File: src/rtl/serial_subtractor.sv
// ============================================================================
// Module      : serial_subtractor
// Description : Bit-serial unsigned subtractor D = A - B, LSB first, one
//               full-subtractor cell with a registered borrow.
//               Optional macro SERIAL_SUB_SAT_EN saturates D to 0 on borrow.
// Revision    : 1.0 - initial release
// ============================================================================
`default_nettype none

module serial_subtractor #(
  parameter int WIDTH = 8
) (
  input  logic             CLK,
  input  logic             RST,
  input  logic             START,
  input  logic [WIDTH-1:0] A,
  input  logic [WIDTH-1:0] B,
  output logic             BUSY,
  output logic             DONE,
  output logic [WIDTH-1:0] D,
  output logic             BOUT
);

  localparam int             c_CW   = (WIDTH > 2) ? $clog2(WIDTH) : 1;
  localparam logic [c_CW-1:0] c_LAST = c_CW'(WIDTH - 1);

  typedef enum logic [0:0] {
    S_IDLE = 1'b0,
    S_RUN  = 1'b1
  } state_t;

  state_t           r_state;
  state_t           w_state_nxt;
  logic [WIDTH-1:0] r_sa;
  logic [WIDTH-1:0] r_sb;
  logic [WIDTH-1:0] r_sr;
  logic             r_br;
  logic [c_CW-1:0]  r_cnt;
  logic [WIDTH-1:0] r_d;
  logic             r_bout;
  logic             r_done;

  logic             w_a;
  logic             w_b;
  logic             w_d;
  logic             w_br_nxt;
  logic [WIDTH-1:0] w_sr_nxt;
  logic             w_last;
  logic [WIDTH-1:0] w_d_final;

  // Single full-subtractor cell acting on the current LSBs
  assign w_a      = r_sa[0];
  assign w_b      = r_sb[0];
  assign w_d      = w_a ^ w_b ^ r_br;
  assign w_br_nxt = (~w_a & w_b) | (~(w_a ^ w_b) & r_br);
  assign w_sr_nxt = {w_d, r_sr[WIDTH-1:1]};
  assign w_last   = (r_cnt == c_LAST);

`ifdef SERIAL_SUB_SAT_EN
  assign w_d_final = w_br_nxt ? '0 : w_sr_nxt;
`else
  assign w_d_final = w_sr_nxt;
`endif

  always_comb begin
    w_state_nxt = r_state;
    case (r_state)
      S_IDLE:  if (START) w_state_nxt = S_RUN;
      S_RUN:   if (w_last) w_state_nxt = S_IDLE;
      default: w_state_nxt = S_IDLE;
    endcase
  end

  always_ff @(posedge CLK or posedge RST) begin
    if (RST) begin
      r_state <= S_IDLE;
    end else begin
      r_state <= w_state_nxt;
    end
  end

  always_ff @(posedge CLK or posedge RST) begin
    if (RST) begin
      r_sa   <= '0;
      r_sb   <= '0;
      r_sr   <= '0;
      r_br   <= 1'b0;
      r_cnt  <= '0;
      r_d    <= '0;
      r_bout <= 1'b0;
      r_done <= 1'b0;
    end else begin
      r_done <= 1'b0;
      case (r_state)
        S_IDLE: begin
          if (START) begin
            r_sa  <= A;
            r_sb  <= B;
            r_sr  <= '0;
            r_br  <= 1'b0;
            r_cnt <= '0;
          end
        end
        S_RUN: begin
          r_sa  <= r_sa >> 1;
          r_sb  <= r_sb >> 1;
          r_sr  <= w_sr_nxt;
          r_br  <= w_br_nxt;
          r_cnt <= r_cnt + 1'b1;
          // Final bit: publish the result including this cycle's difference bit
          if (w_last) begin
            r_d    <= w_d_final;
            r_bout <= w_br_nxt;
            r_done <= 1'b1;
          end
        end
        default: ;
      endcase
    end
  end

  assign BUSY = (r_state == S_RUN);
  assign DONE = r_done;
  assign D    = r_d;
  assign BOUT = r_bout;

endmodule

`default_nettype wire

File: config.mk
export PLATFORM = sky130hd
export DESIGN_NAME = serial_subtractor
export DESIGN_NICKNAME = d
export VERILOG_FILES = /design/src/rtl/serial_subtractor.sv
export SDC_FILE = /design/constraint.sdc
export NUM_CORES = 1
export LEC_CHECK = 0
export ABC_AREA = 1
export BUFFER_PORTS_ARGS = -buffer_cell sky130_fd_sc_hd__buf_4
export CAP_MARGIN = 20
export CORE_ASPECT_RATIO = 0.9
export CORE_MARGIN = 1.5
export CORE_UTILIZATION = 54
export DETAILED_ROUTE_END_ITERATION = 7
export GPL_TIMING_DRIVEN = 1
export PLACE_DENSITY = 0.78
export SLEW_MARGIN = 20
export SYNTH_ARGS = -nofsm -noshare
export SYNTH_HDL_FRONTEND = slang
export SYNTH_SLANG_ARGS = --single-unit
export TNS_END_PERCENT = 10
File: constraint.sdc
create_clock -name CLK -period 1.5 [get_ports CLK]
set_clock_uncertainty 0.15 [all_clocks]
set_input_delay 0.15 -clock CLK [delete_from_list [all_inputs] [get_ports CLK]]
set_output_delay 0.15 -clock CLK [all_outputs]
set_load 0.05 [all_outputs]
* Word-level counts from Yosys, hierarchy flattened
Cells that the tools add are included.
Storage, ports and cells: logic and storage cells 36, register bits after elaboration 39, output and inout port bits 11, input bits 19
Cells by class: bitwise gates (word level) 8, equality and inequality tests 2, reduce and logical (&&, ||, !) cells 1, add/sub/neg operators 1, multiplexer cells 15
Operators with widths (count):
- one-hot mux 8 bit (2 select lines) | 3
- two-way mux 8 bit | 3
- one-hot mux 3 bit (2 select lines) | 1
- two-way mux 1 bit | 5
- one-hot mux 1 bit (2 select lines) | 2
- adder 3 x 1 -> 3 bit, second input constant | 1
- equality test 3 bit, second input constant | 1
- two-way mux 3 bit | 1
- NOT 1 bit | 3
- bitwise AND 1 bit | 2
- inequality test 2 bit, second input constant | 1
- AND reduction 2 bit | 1
- bitwise XOR 1 bit | 2
- bitwise OR 1 bit | 1

* Logic depth before layout (Yosys ltp)
Gate-level depths: netlist of run 1.
word-level depth 5, mapped depth 6, depth with buffers taken out 6

* Worst setup path after synthesis of run 1
OpenSTA, ideal clock, no wires.
path kind flip-flop to flip-flop, from reg r_state (netlist: BUSY), to reg r_sa[0], setup time 0.124 ns, cell stages (with the launch flop) 6, setup slack 0.031 ns, data required time 1.226 ns, period minus slack after synthesis 1.469 ns, arrival 1.195 ns, path buffers 2, path through dfrtp_1 > buf_6 > inv_4 > buf_2 > nand3_1 > nand3_1
Between the ends: cells in the longest elaborated chain, start to end 2, elaborated cells on any way between the ends 3, classes of those cells eq/ne: 1; mux: 1; bitwise: 1
RTL lines:
- from (decl) | line 32 | state_t r_state;
- from (signal assigned) | line 78 | r_state <= w_state_nxt;
- NOT 1 bit | line 94 | case (r_state)
- one-hot mux 8 bit (2 select lines) or inequality test 2 bit (tied branches)
- to (signal assigned) | line 105 | r_sa <= r_sa >> 1;
- to (decl) | line 34 | logic [WIDTH-1:0] r_sa;
Parallel ways exist; a longest one is shown, timed or not. A chain may end at the register's enable or synchronous reset.

* Final worst setup path of run 1
from reg r_state (netlist: BUSY), to reg r_sa[4]
Same word-level chain as after synthesis.

==> results.py, run 1 <==
metrics = {
    "status": {
        "status": "finished, final reports clean",
    },
    "critical_path": {
        "max_stage_delay_ns": 0.43,
        "required_ns": 1.62,
        "worstPathArrival_ns": 1.57,
        "timing.reg2reg.worst_path_depth": 5,
        "timing.critical_path.cells": "buf_4 > buf_4 > inv_4 > nand3_1 > nand3_1",
        "worstSetupStartpointType": "register",
        "crit_fanout": 25,
        "critPathCaptureType": "register",
        "cp_slowest_cell": "sky130_fd_sc_hd__dfrtp_2",
        "worst-setup-path-type": "reg -> reg",
    },
    "synth": {
        "number_of_enable_type_register_cells_in_the_synthesized_netlist": 0,
        "synth.area.top_cells": "sky130_fd_sc_hd__dfrtp_1, sky130_fd_sc_hd__nand2_1, sky130_fd_sc_hd__nand3_1",
        "synth-main-ff-cell": "sky130_fd_sc_hd__dfrtp_1",
        "cell_count_after_synthesis": 170,
        "synth_seq_area_share_pct": 58.9,
        "postSynth.asyncResetShare_pct": 100,
        "synth_warnings": 0,
        "synth.distinct_cells": 16,
        "largest_area_contributor_in_the_netlist": "sky130_fd_sc_hd__dfrtp_1",
        "yosys_register_bits": 38,
        "synth_area_um2": 1610,
        "synth_commonest_cells": "sky130_fd_sc_hd__nand2_1, sky130_fd_sc_hd__dfrtp_1, sky130_fd_sc_hd__nand3_1, sky130_fd_sc_hd__inv_1, sky130_fd_sc_hd__o21ai_1",
        "synth_area_per_cell_um2": 9.49,
        "mappedNetlistNets": 192,
        "post-synth-top-count-cell": "sky130_fd_sc_hd__nand2_1",
        "post-synth-top-area-fraction_pct": 58.9,
    },
    "clocking": {
        "cts_max_level": 2,
        "numClockSinks": 38,
        "numCtsBuffers": 5,
        "cts.reportedPaths.clkPinSlew_ns": 0.11,
        "cts_buffer_depth": 2,
        "worst_skew_pair.late_latency_ns": 0.33,
        "clock_tree_from_tritoncts": "yes",
        "cts.root.buffer_cell": "sky130_fd_sc_hd__clkbuf_4",
    },
    "finish": {
        "nFillCells": 229,
        "antenna_cells": 0,
        "layout.area.seq_um2": 952,
        "areaGrowthSynthToFinish_pct": 29.8,
        "final_cell_count_no_fill": 261,
        "multiInputGateArea_um2": 543,
        "layout-drive-gt1-share_pct": 21.7,
        "num-nets-final": 242,
    },
    "timing": {
        "max_slew_margin_pct": 68.9,
        "hold_viol_final": 0,
        "finalSetupViolCount": 0,
        "finalWorstPathRequiredPeriod_ns": 1.45,
        "maxClockFrequency_mhz": 691,
        "final_max_slew_viols": 0,
        "hold_ws_ns": 0.0339,
        "rsz0062_at_grt": "false",
        "tns_ns": 0,
        "max_slew.worst_pin.slew_ns": 0.467,
        "min_period_over_period_pct": 96.5,
    },
    "power_and_ir_drop": {
        "post-layout-total-power_mw": 4.12,
        "static-leakage-power_nw": 1.07,
        "power_density_nw_per_um2": 1970,
        "worst_ir_drop_vdd_mv": 0.984,
    },
    "floorplanning": {
        "die_area_um2": 3330,
        "core_area_um2": 2790,
        "chipWidth_um": 60.6,
        "fp-row-count": 18,
        "die_span_y_um": 54.9,
        "pin_count": 30,
        "initial_utilization_pct": 57.8,
    },
    "place": {
        "port_buffers": 29,
        "detailed_place_hpwl_um": 1950,
        "placedCellCount": 234,
        "place.gp.congestion": 0.742,
    },
    "global_routing": {
        "grt_start_max_net_pins": 39,
        "number_of_antenna_violations_at_the_first_check_in_global_routing": 0,
        "grt_pass1_wl_um": 5200,
        "grtUsageTotal_pct": 22.1,
        "grt_pass1_vias": 1184,
        "grt_overflow": 0,
    },
    "hold_path": {
        "timing.hold.worst.class": "in -> reg",
        "hold-path-cell-count": 3,
    },
    "route": {
        "route.detailed.wl_per_inst_um": 12.7,
        "via_per_inst": 5.11,
        "totalWireLength_um": 3320,
        "detailedRoute.firstIterationViolations": 69,
        "drt_drc_violations_left": 0,
        "antenna_left": 0,
        "num_vias": 1334,
        "firstDrtPassIters": 4,
    },
    "flow_run": {
        "cap_viol_max_count": 0,
    },
}
-- stage by stage --
step	util (%)	setup WS [ns]	cell area, um2
4_1_cts	74.8	0.0558	2090
5_1_grt	75.0	0.00152	2100
2_1_floorplan	-	0.0306	1610
6_report	75.0	0.0518	2100
3_3_place_gp	65.6	0.118	1830
3_5_place_dp	65.6	0.0641	1830
-- cell usage in the layout, fill, tap and decap left out, drive strengths merged --
| cell type | instances |
|---|---|
| buf | 34 |
| bufinv | 1 |
| clkbuf | 5 |
| clkinv | 2 |
| dfrtp | 38 |
| dlygate4sd3 | 17 |
| fa | 1 |
| ha | 2 |
| inv | 12 |
| nand2 | 60 |
| nand3 | 30 |
| nor2 | 2 |
| o21ai | 17 |
-- report_power, final --
| group | switching (mW) | internal [mW] |
|---|---|---|
| clock | 0.322 | 0.345 |
| combinational | 1.18 | 0.608 |
| sequential | 0.224 | 1.44 |
| total | 1.72 | 2.40 |
-- cell families after synthesis --
family	share of synthesized area, %
AO/OA/AOI/OAI	5.50
adder cells (fa/ha/maj)	2.79
buffers and inverters	7.83
flip-flops	58.9
AND/OR/NAND/NOR	25.0
-- path summary, 6_finish.rpt --
path / from / endpoint / slack, ns
worst min-delay path: START / r_sb[7] / 0.03
worst max-delay path: BUSY / r_sa[4] / 0.05
min in group asynchronous: RST / r_sr[4] / 0.32
worst max register to register: BUSY / r_sa[4] / 0.05
worst min register to register: r_sr[1] / D[0] / 0.34
max in group asynchronous: RST / BUSY / 0.53
-- routing by layer --
metal	vias to the layer above	global-route usage (%)	part of all wire (%)
met1	644	27.5	44
met3	2	5.20	4.6
met5	-	0	0
met2	40	36.7	51
met4	0	10.1	0.36
li1	648	-	-
-- critical path, delay by kind of cell (launching register included) --
kind	cells	cell delay [ns]
DFF	1	0.43
buffers and inverters	3	0.52
and+or+nand+nor	2	0.26
-- cell type report --
type                            count  share of cell area [%]
Clock inverter                      3                    1.91
Sequential cell                    38                    45.4
Inverter                           12                    2.27
Multi-Input combinational cell    112                    25.9
Clock buffer                        5                    1.79
Tap cell                           40                    2.39
Timing Repair Buffer               51                    20.3
-- sequential cells by signal, summed over array words and instances (netlist names) --
signal  flops
r_sr        7
r_sb        8
r_sa        8
r_br        1
r_cnt       3
BOUT        1
DONE        1
BUSY        1
D           8
-- what timing repair did --
action	4_1_cts	5_1_grt
gates cloned	0	1
setup endpoints to repair	1	1
hold endpoints to repair	54	0
pin swaps	0	1
buffers inserted	1	0
hold buffers	17	0
gates resized for setup	1	0
Power figures use the tool's default switching activity.
==> run 2: changes to the inputs <==
--- a/config.mk
+++ b/config.mk
@@ -8,7 +8,7 @@
 export ABC_AREA = 1
 export BUFFER_PORTS_ARGS = -buffer_cell sky130_fd_sc_hd__buf_4
 export CAP_MARGIN = 20
-export CORE_ASPECT_RATIO = 0.9
+export CORE_ASPECT_RATIO = 2
 export CORE_MARGIN = 1.5
 export CORE_UTILIZATION = 54
 export DETAILED_ROUTE_END_ITERATION = 7
==> run 2 against run 1 <==
Compared with the run above: utilization is 1.1 points lower; critical path depth is 1 higher; combinational power is 4% lower; clock power is 4.9% higher; sequential power hardly changed; critical path type unchanged; highest routed layer unchanged.
==> results.py, run 2 (synthesis results as in run 1) <==
metrics = {
    "floorplanning": {
        "chipWidth_um": 41.7,
        "core_area_um2": 2800,
        "pin_count": 30,
        "initial_utilization_pct": 57.6,
        "die_area_um2": 3350,
        "fp-row-count": 27,
        "die_span_y_um": 80.3,
    },
    "clocking": {
        "worst_skew_pair.late_latency_ns": 0.29,
        "cts_max_level": 2,
        "cts.root.buffer_cell": "sky130_fd_sc_hd__clkbuf_8",
        "gates_resized_cts_repair": 0,
        "numClockSinks": 38,
        "numCtsBuffers": 5,
        "clock_tree_from_tritoncts": "yes",
        "cts_buffer_depth": 2,
        "cts.reportedPaths.clkPinSlew_ns": 0.07,
    },
    "power_and_ir_drop": {
        "static-leakage-power_nw": 1.06,
        "worst_ir_drop_vdd_mv": 1.00,
        "power_density_nw_per_um2": 1960,
        "post-layout-total-power_mw": 4.06,
    },
    "hold_path": {
        "timing.hold.worst.class": "in -> reg",
        "hold_start": "START",
    },
    "critical_path": {
        "r2r-end": "D[0]",
        "startpoint": "r_cnt[0]",
        "setup.reg_to_reg.worst_slack_ns": 0.08,
        "crit_fanout": 18,
        "worstSetupEndpoint": "D[0]",
        "worstSetupStartpointType": "register",
        "required_ns": 1.53,
        "timing.reg2reg.worst_path_depth": 6,
        "worst-setup-path-type": "reg -> reg",
        "r2r-start": "r_cnt[0]",
        "worstPathArrival_ns": 1.45,
        "critPathCaptureType": "register",
    },
    "timing": {
        "hold_viol_final": 0,
        "max_slew_margin_pct": 69.3,
        "finalSetupViolCount": 0,
        "min_period_over_period_pct": 94.6,
        "maxClockFrequency_mhz": 705,
        "tns_ns": 0,
        "finalWorstPathRequiredPeriod_ns": 1.42,
        "final_max_slew_viols": 0,
        "rsz0062_at_grt": "false",
        "max_slew.worst_pin.slew_ns": 0.460,
    },
    "place": {
        "port_buffers": 29,
        "detailed_place_hpwl_um": 2010,
        "placedCellCount": 222,
        "place.gp.congestion": 0.740,
        "place_area_um2": 1810,
    },
    "route": {
        "antenna_left": 0,
        "drt_drc_violations_left": 0,
        "via_per_inst": 5.11,
        "firstDrtPassIters": 4,
        "totalWireLength_um": 3050,
        "num_vias": 1263,
        "detailedRoute.firstIterationViolations": 15,
        "route.detailed.wl_per_inst_um": 12.4,
    },
    "finish": {
        "areaGrowthSynthToFinish_pct": 28.4,
        "layout-drive-gt1-share_pct": 19.7,
        "antenna_cells": 0,
        "layout_commonest_cell": "sky130_fd_sc_hd__nand2_1",
        "final_design_area_no_fill_um2": 2070,
        "layout.area.seq_um2": 951,
        "multiInputGateArea_um2": 537,
        "mostFrequentLayoutCells": "sky130_fd_sc_hd__nand2_1, sky130_fd_sc_hd__dfrtp_1, sky130_fd_sc_hd__buf_4, sky130_fd_sc_hd__nand3_1, sky130_fd_sc_hd__dlygate4sd3_1",
        "final_cell_count_no_fill": 247,
        "nFillCells": 214,
        "num-nets-final": 239,
    },
    "global_routing": {
        "grt_start_max_net_pins": 39,
        "number_of_antenna_violations_at_the_first_check_in_global_routing": 0,
        "grt_pass1_wl_um": 5460,
        "grt_pass1_vias": 1306,
        "grtUsageTotal_pct": 22.1,
        "grt_overflow": 0,
    },
    "flow_run": {
        "cap_viol_max_count": 0,
    },
    "status": {
        "status": "finished, final reports clean",
    },
}
[run 2: cell count changes in the layout (fill, tap and decap cells not counted)]
| cell | change |
|---|---|
| sky130_fd_sc_hd__dfrtp_1 | +1 |
| sky130_fd_sc_hd__clkbuf_1 | +1 |
| sky130_fd_sc_hd__nand2_2 | -1 |
| sky130_fd_sc_hd__clkbuf_8 | +6 |
| sky130_fd_sc_hd__bufinv_16 | -1 |
| sky130_fd_sc_hd__clkbuf_4 | -5 |
| sky130_fd_sc_hd__clkinv_2 | -1 |
| sky130_fd_sc_hd__dfrtp_2 | -1 |
| sky130_fd_sc_hd__buf_4 | -2 |
[run 2: critical path, cell delays in order (launching register included)]
cell,delay (ns)
sky130_fd_sc_hd__dfrtp_1,0.39
sky130_fd_sc_hd__ha_1,0.20
sky130_fd_sc_hd__ha_1,0.21
sky130_fd_sc_hd__nand2_4,0.17
sky130_fd_sc_hd__inv_1,0.09
sky130_fd_sc_hd__nand2_1,0.06
sky130_fd_sc_hd__nand2_1,0.04
[run 2: report_power, final]
part,leakage [nW],internal (mW),switching (mW),total (mW)
combinational,0.525,0.573,1.13,1.70
sequential,0.489,1.45,0.220,1.67
clock,0.0482,0.370,0.329,0.700
total,1.06,2.39,1.67,4.06
[run 2: how the worst min path moves through the flow]
stage,endpoint,slack [ns],depth (start not counted)
2_1_floorplan,r_sa[7],0.15,2
3_3_place_gp,r_sr[7],0.13,3
3_5_place_dp,r_sr[7],0.16,3
4_1_cts,r_sb[7],0.08,3
5_1_grt,r_sb[7],0.1,3
6_report,r_sb[7],0.09,3
[run 2: layout make-up]
cell class	count	area share [%]
tap	29	1.75
timing repair buffer	49	19.8
clock inverter	1	0.241
inverter	12	2.29
sequential	38	45.9
multi-input combinational	111	25.9
clock buffer	7	4.16
[run 2: per-layer routing]
layer  up-vias  track usage (%)  routed length (um)
met5         -                0                   0
met4         0             12.6                  76
met3         8             4.94                 117
met2        32             38.9                1710
met1       586             23.6                1160
li1        637                -                   -
[run 2: through the flow]
stage	util (%)	hold slack (ns)	setup slack (ns)
after floorplan	-	0.145	0.0306
after global placement	64.6	0.135	0.120
after detailed placement	64.6	0.160	0.0859
after CTS	73.9	0.0752	0.0650
after global routing	73.9	0.0998	0.000633
final	73.9	0.0867	0.0806
[run 2: repair_timing]
item | 4_1_cts | 5_1_grt
setup buffers | 0 | 0
hold buffers | 17 | 0
hold endpoints to repair | 54 | 0
endpoints found under the setup margin | 0 | 1
==> run 3: changes to the inputs <==
--- a/config.mk
+++ b/config.mk
@@ -6,11 +6,12 @@
 export NUM_CORES = 1
 export LEC_CHECK = 0
 export ABC_AREA = 1
-export BUFFER_PORTS_ARGS = -buffer_cell sky130_fd_sc_hd__buf_4
+export BUFFER_PORTS_ARGS = -buffer_cell sky130_fd_sc_hd__clkbuf_2
 export CAP_MARGIN = 20
 export CORE_ASPECT_RATIO = 2
 export CORE_MARGIN = 1.5
 export CORE_UTILIZATION = 54
+export CTS_CLUSTER_DIAMETER = 120
 export DETAILED_ROUTE_END_ITERATION = 7
 export GPL_TIMING_DRIVEN = 1
 export PLACE_DENSITY = 0.78
==> run 3 against run 2 <==
Compared with the run above: worst hold slack better by 0.028 ns; utilization down 2.3 points; sequential share of layout area up 1.5 points; maximum frequency down 0.97%; largest power group is now registers; highest routed layer unchanged.
==> results.py, run 3 (synthesis results as in run 1) <==
metrics = {
    "clocking": {
        "cts_buffer_depth": 2,
        "cts.reportedPaths.clkPinSlew_ns": 0.07,
        "clock_tree_from_tritoncts": "yes",
        "worst_skew_pair.late_latency_ns": 0.28,
        "cts_max_level": 2,
        "numCtsBuffers": 5,
        "numClockSinks": 38,
        "cts.root.buffer_cell": "sky130_fd_sc_hd__clkbuf_8",
    },
    "finish": {
        "antenna_cells": 0,
        "areaGrowthSynthToFinish_pct": 24.4,
        "layout_commonest_cell": "sky130_fd_sc_hd__nand2_1",
        "mostFrequentLayoutCells": "sky130_fd_sc_hd__nand2_1, sky130_fd_sc_hd__dfrtp_1, sky130_fd_sc_hd__nand3_1, sky130_fd_sc_hd__clkbuf_2, sky130_fd_sc_hd__dlygate4sd3_1",
        "layout-drive-gt1-share_pct": 20.1,
        "final_cell_count_no_fill": 248,
        "num-nets-final": 240,
    },
    "place": {
        "port_buffers": 29,
        "detailed_place_hpwl_um": 2050,
        "placedCellCount": 223,
        "place.gp.congestion": 0.745,
    },
    "critical_path": {
        "critPathCaptureType": "register",
        "r2r-start": "r_cnt[0]",
        "required_ns": 1.53,
        "r2r-end": "D[0]",
        "crit_fanout": 18,
        "worstPathArrival_ns": 1.46,
        "setup.reg_to_reg.worst_slack_ns": 0.07,
        "timing.reg2reg.worst_path_depth": 6,
        "worstSetupStartpointType": "register",
        "worst-setup-path-type": "reg -> reg",
    },
    "floorplanning": {
        "fp-row-count": 27,
        "core_area_um2": 2800,
        "die_span_y_um": 80.3,
        "initial_utilization_pct": 57.6,
        "chipWidth_um": 41.7,
        "die_area_um2": 3350,
        "pin_count": 30,
    },
    "timing": {
        "finalSetupViolCount": 0,
        "rsz0062_at_grt": "false",
        "maxClockFrequency_mhz": 698,
        "final_max_slew_viols": 0,
        "min_period_over_period_pct": 95.6,
        "max_slew.worst_pin.slew_ns": 0.455,
        "max_slew_margin_pct": 69.7,
        "finalWorstPathRequiredPeriod_ns": 1.43,
        "tns_ns": 0,
        "hold_viol_final": 0,
    },
    "status": {
        "status": "finished, final reports clean",
    },
    "power_and_ir_drop": {
        "worst_ir_drop_vdd_mv": 1.03,
        "intPower_mw": 2.30,
        "power_density_nw_per_um2": 1980,
        "clock_power_share_pct": 17.6,
        "power.sequential.fraction_pct": 41.6,
        "static-leakage-power_nw": 1.05,
        "netSwitchingFraction_pct": 42.1,
        "power.switching_mw": 1.68,
        "combinationalPowerShare_pct": 40.7,
    },
    "global_routing": {
        "grt_pass1_wl_um": 5390,
        "grt_pass1_vias": 1295,
        "grt_overflow": 0,
        "grtUsageTotal_pct": 21.1,
        "number_of_antenna_violations_at_the_first_check_in_global_routing": 0,
        "grt_start_max_net_pins": 39,
    },
    "hold_path": {
        "timing.hold.worst.class": "in -> reg",
        "hold-path-endpoint": "r_sr[7]",
        "hold-path-cell-count": 4,
        "hold_start": "START",
    },
    "route": {
        "firstDrtPassIters": 6,
        "num_vias": 1271,
        "antenna_left": 0,
        "detailedRoute.firstIterationViolations": 22,
        "route.detailed.wl_per_inst_um": 12.4,
        "drt_drc_violations_left": 0,
        "totalWireLength_um": 3070,
        "via_per_inst": 5.13,
    },
    "flow_run": {
        "cap_viol_max_count": 0,
    },
}
-- run 3: changes by cell type in the layout (fill, tap and decap cells not counted), sizes merged --
cell    delta
buf       -28
clkbuf    +29
-- run 3: how the worst max path moves through the flow --
| stage | from | endpoint | slack, ns | depth (start not counted) |
|---|---|---|---|---|
| final | r_cnt[0] | D[0] | 0.07 | 6 |
| after global routing | r_cnt[0] | D[0] | 0.004 | 6 |
| after CTS | r_cnt[0] | D[0] | 0.04 | 6 |
| after detailed placement | r_cnt[0] | D[0] | 0.06 | 6 |
| after global placement | r_cnt[0] | D[0] | 0.12 | 6 |
| after floorplan | BUSY | r_sa[0] | 0.03 | 5 |
-- run 3: power groups by stage --
stage	Combinational, mW	Sequential [mW]	Clock [mW]
after floorplan	0.889	2.07	0
after CTS	1.64	1.66	0.719
after global routing	1.80	1.71	0.763
after detailed placement	1.60	1.68	0
final	1.62	1.66	0.703
after global placement	1.54	1.65	0
-- run 3: final cells by class --
type / count / area (um2)
Clock inverter: 1 / 5.00
Fill cell: 209 / 796
Multi-Input combinational cell: 111 / 537
Timing Repair Buffer: 50 / 345
Sequential cell: 38 / 951
Inverter: 12 / 47.5
Tap cell: 29 / 36.3
Clock buffer: 7 / 86.3
-- run 3: worst max-delay path: stages (launching register included) --
cell and delay [ns]:
sky130_fd_sc_hd__dfrtp_1 0.39, sky130_fd_sc_hd__ha_1 0.21, sky130_fd_sc_hd__ha_1 0.21, sky130_fd_sc_hd__nand2_4 0.16, sky130_fd_sc_hd__inv_1 0.10, sky130_fd_sc_hd__nand2_1 0.07, sky130_fd_sc_hd__nand2_1 0.05
-- run 3: metrics by stage --
step	hold slack [ns]	setup slack (ns)	power (mW)	instance area, um2	util (%)
2_1_floorplan	0.145	0.0306	2.96	1610	-
3_3_place_gp	0.104	0.119	3.20	1750	62.3
3_5_place_dp	0.117	0.0561	3.29	1750	62.3
4_1_cts	0.104	0.0400	4.02	2010	71.6
5_1_grt	0.140	0.00351	4.27	2010	71.6
6_report	0.115	0.0667	3.98	2010	71.6
-- run 3: timing repair --
action / in CTS / in global routing
setup buffers: 0 / 0
resized for setup: 0 / 0
hold buffers: 17 / 0
endpoints found under the hold margin: 54 / 0
endpoints found under the setup margin: 0 / 1
-- run 3: per-layer routing --
metal	vias to the layer above	global-route usage, %	wire length (um)
li1	636	-	-
met5	-	0	0
met3	8	4.72	91
met1	597	22.6	1170
met4	0	8.06	68
met2	30	39.1	1740
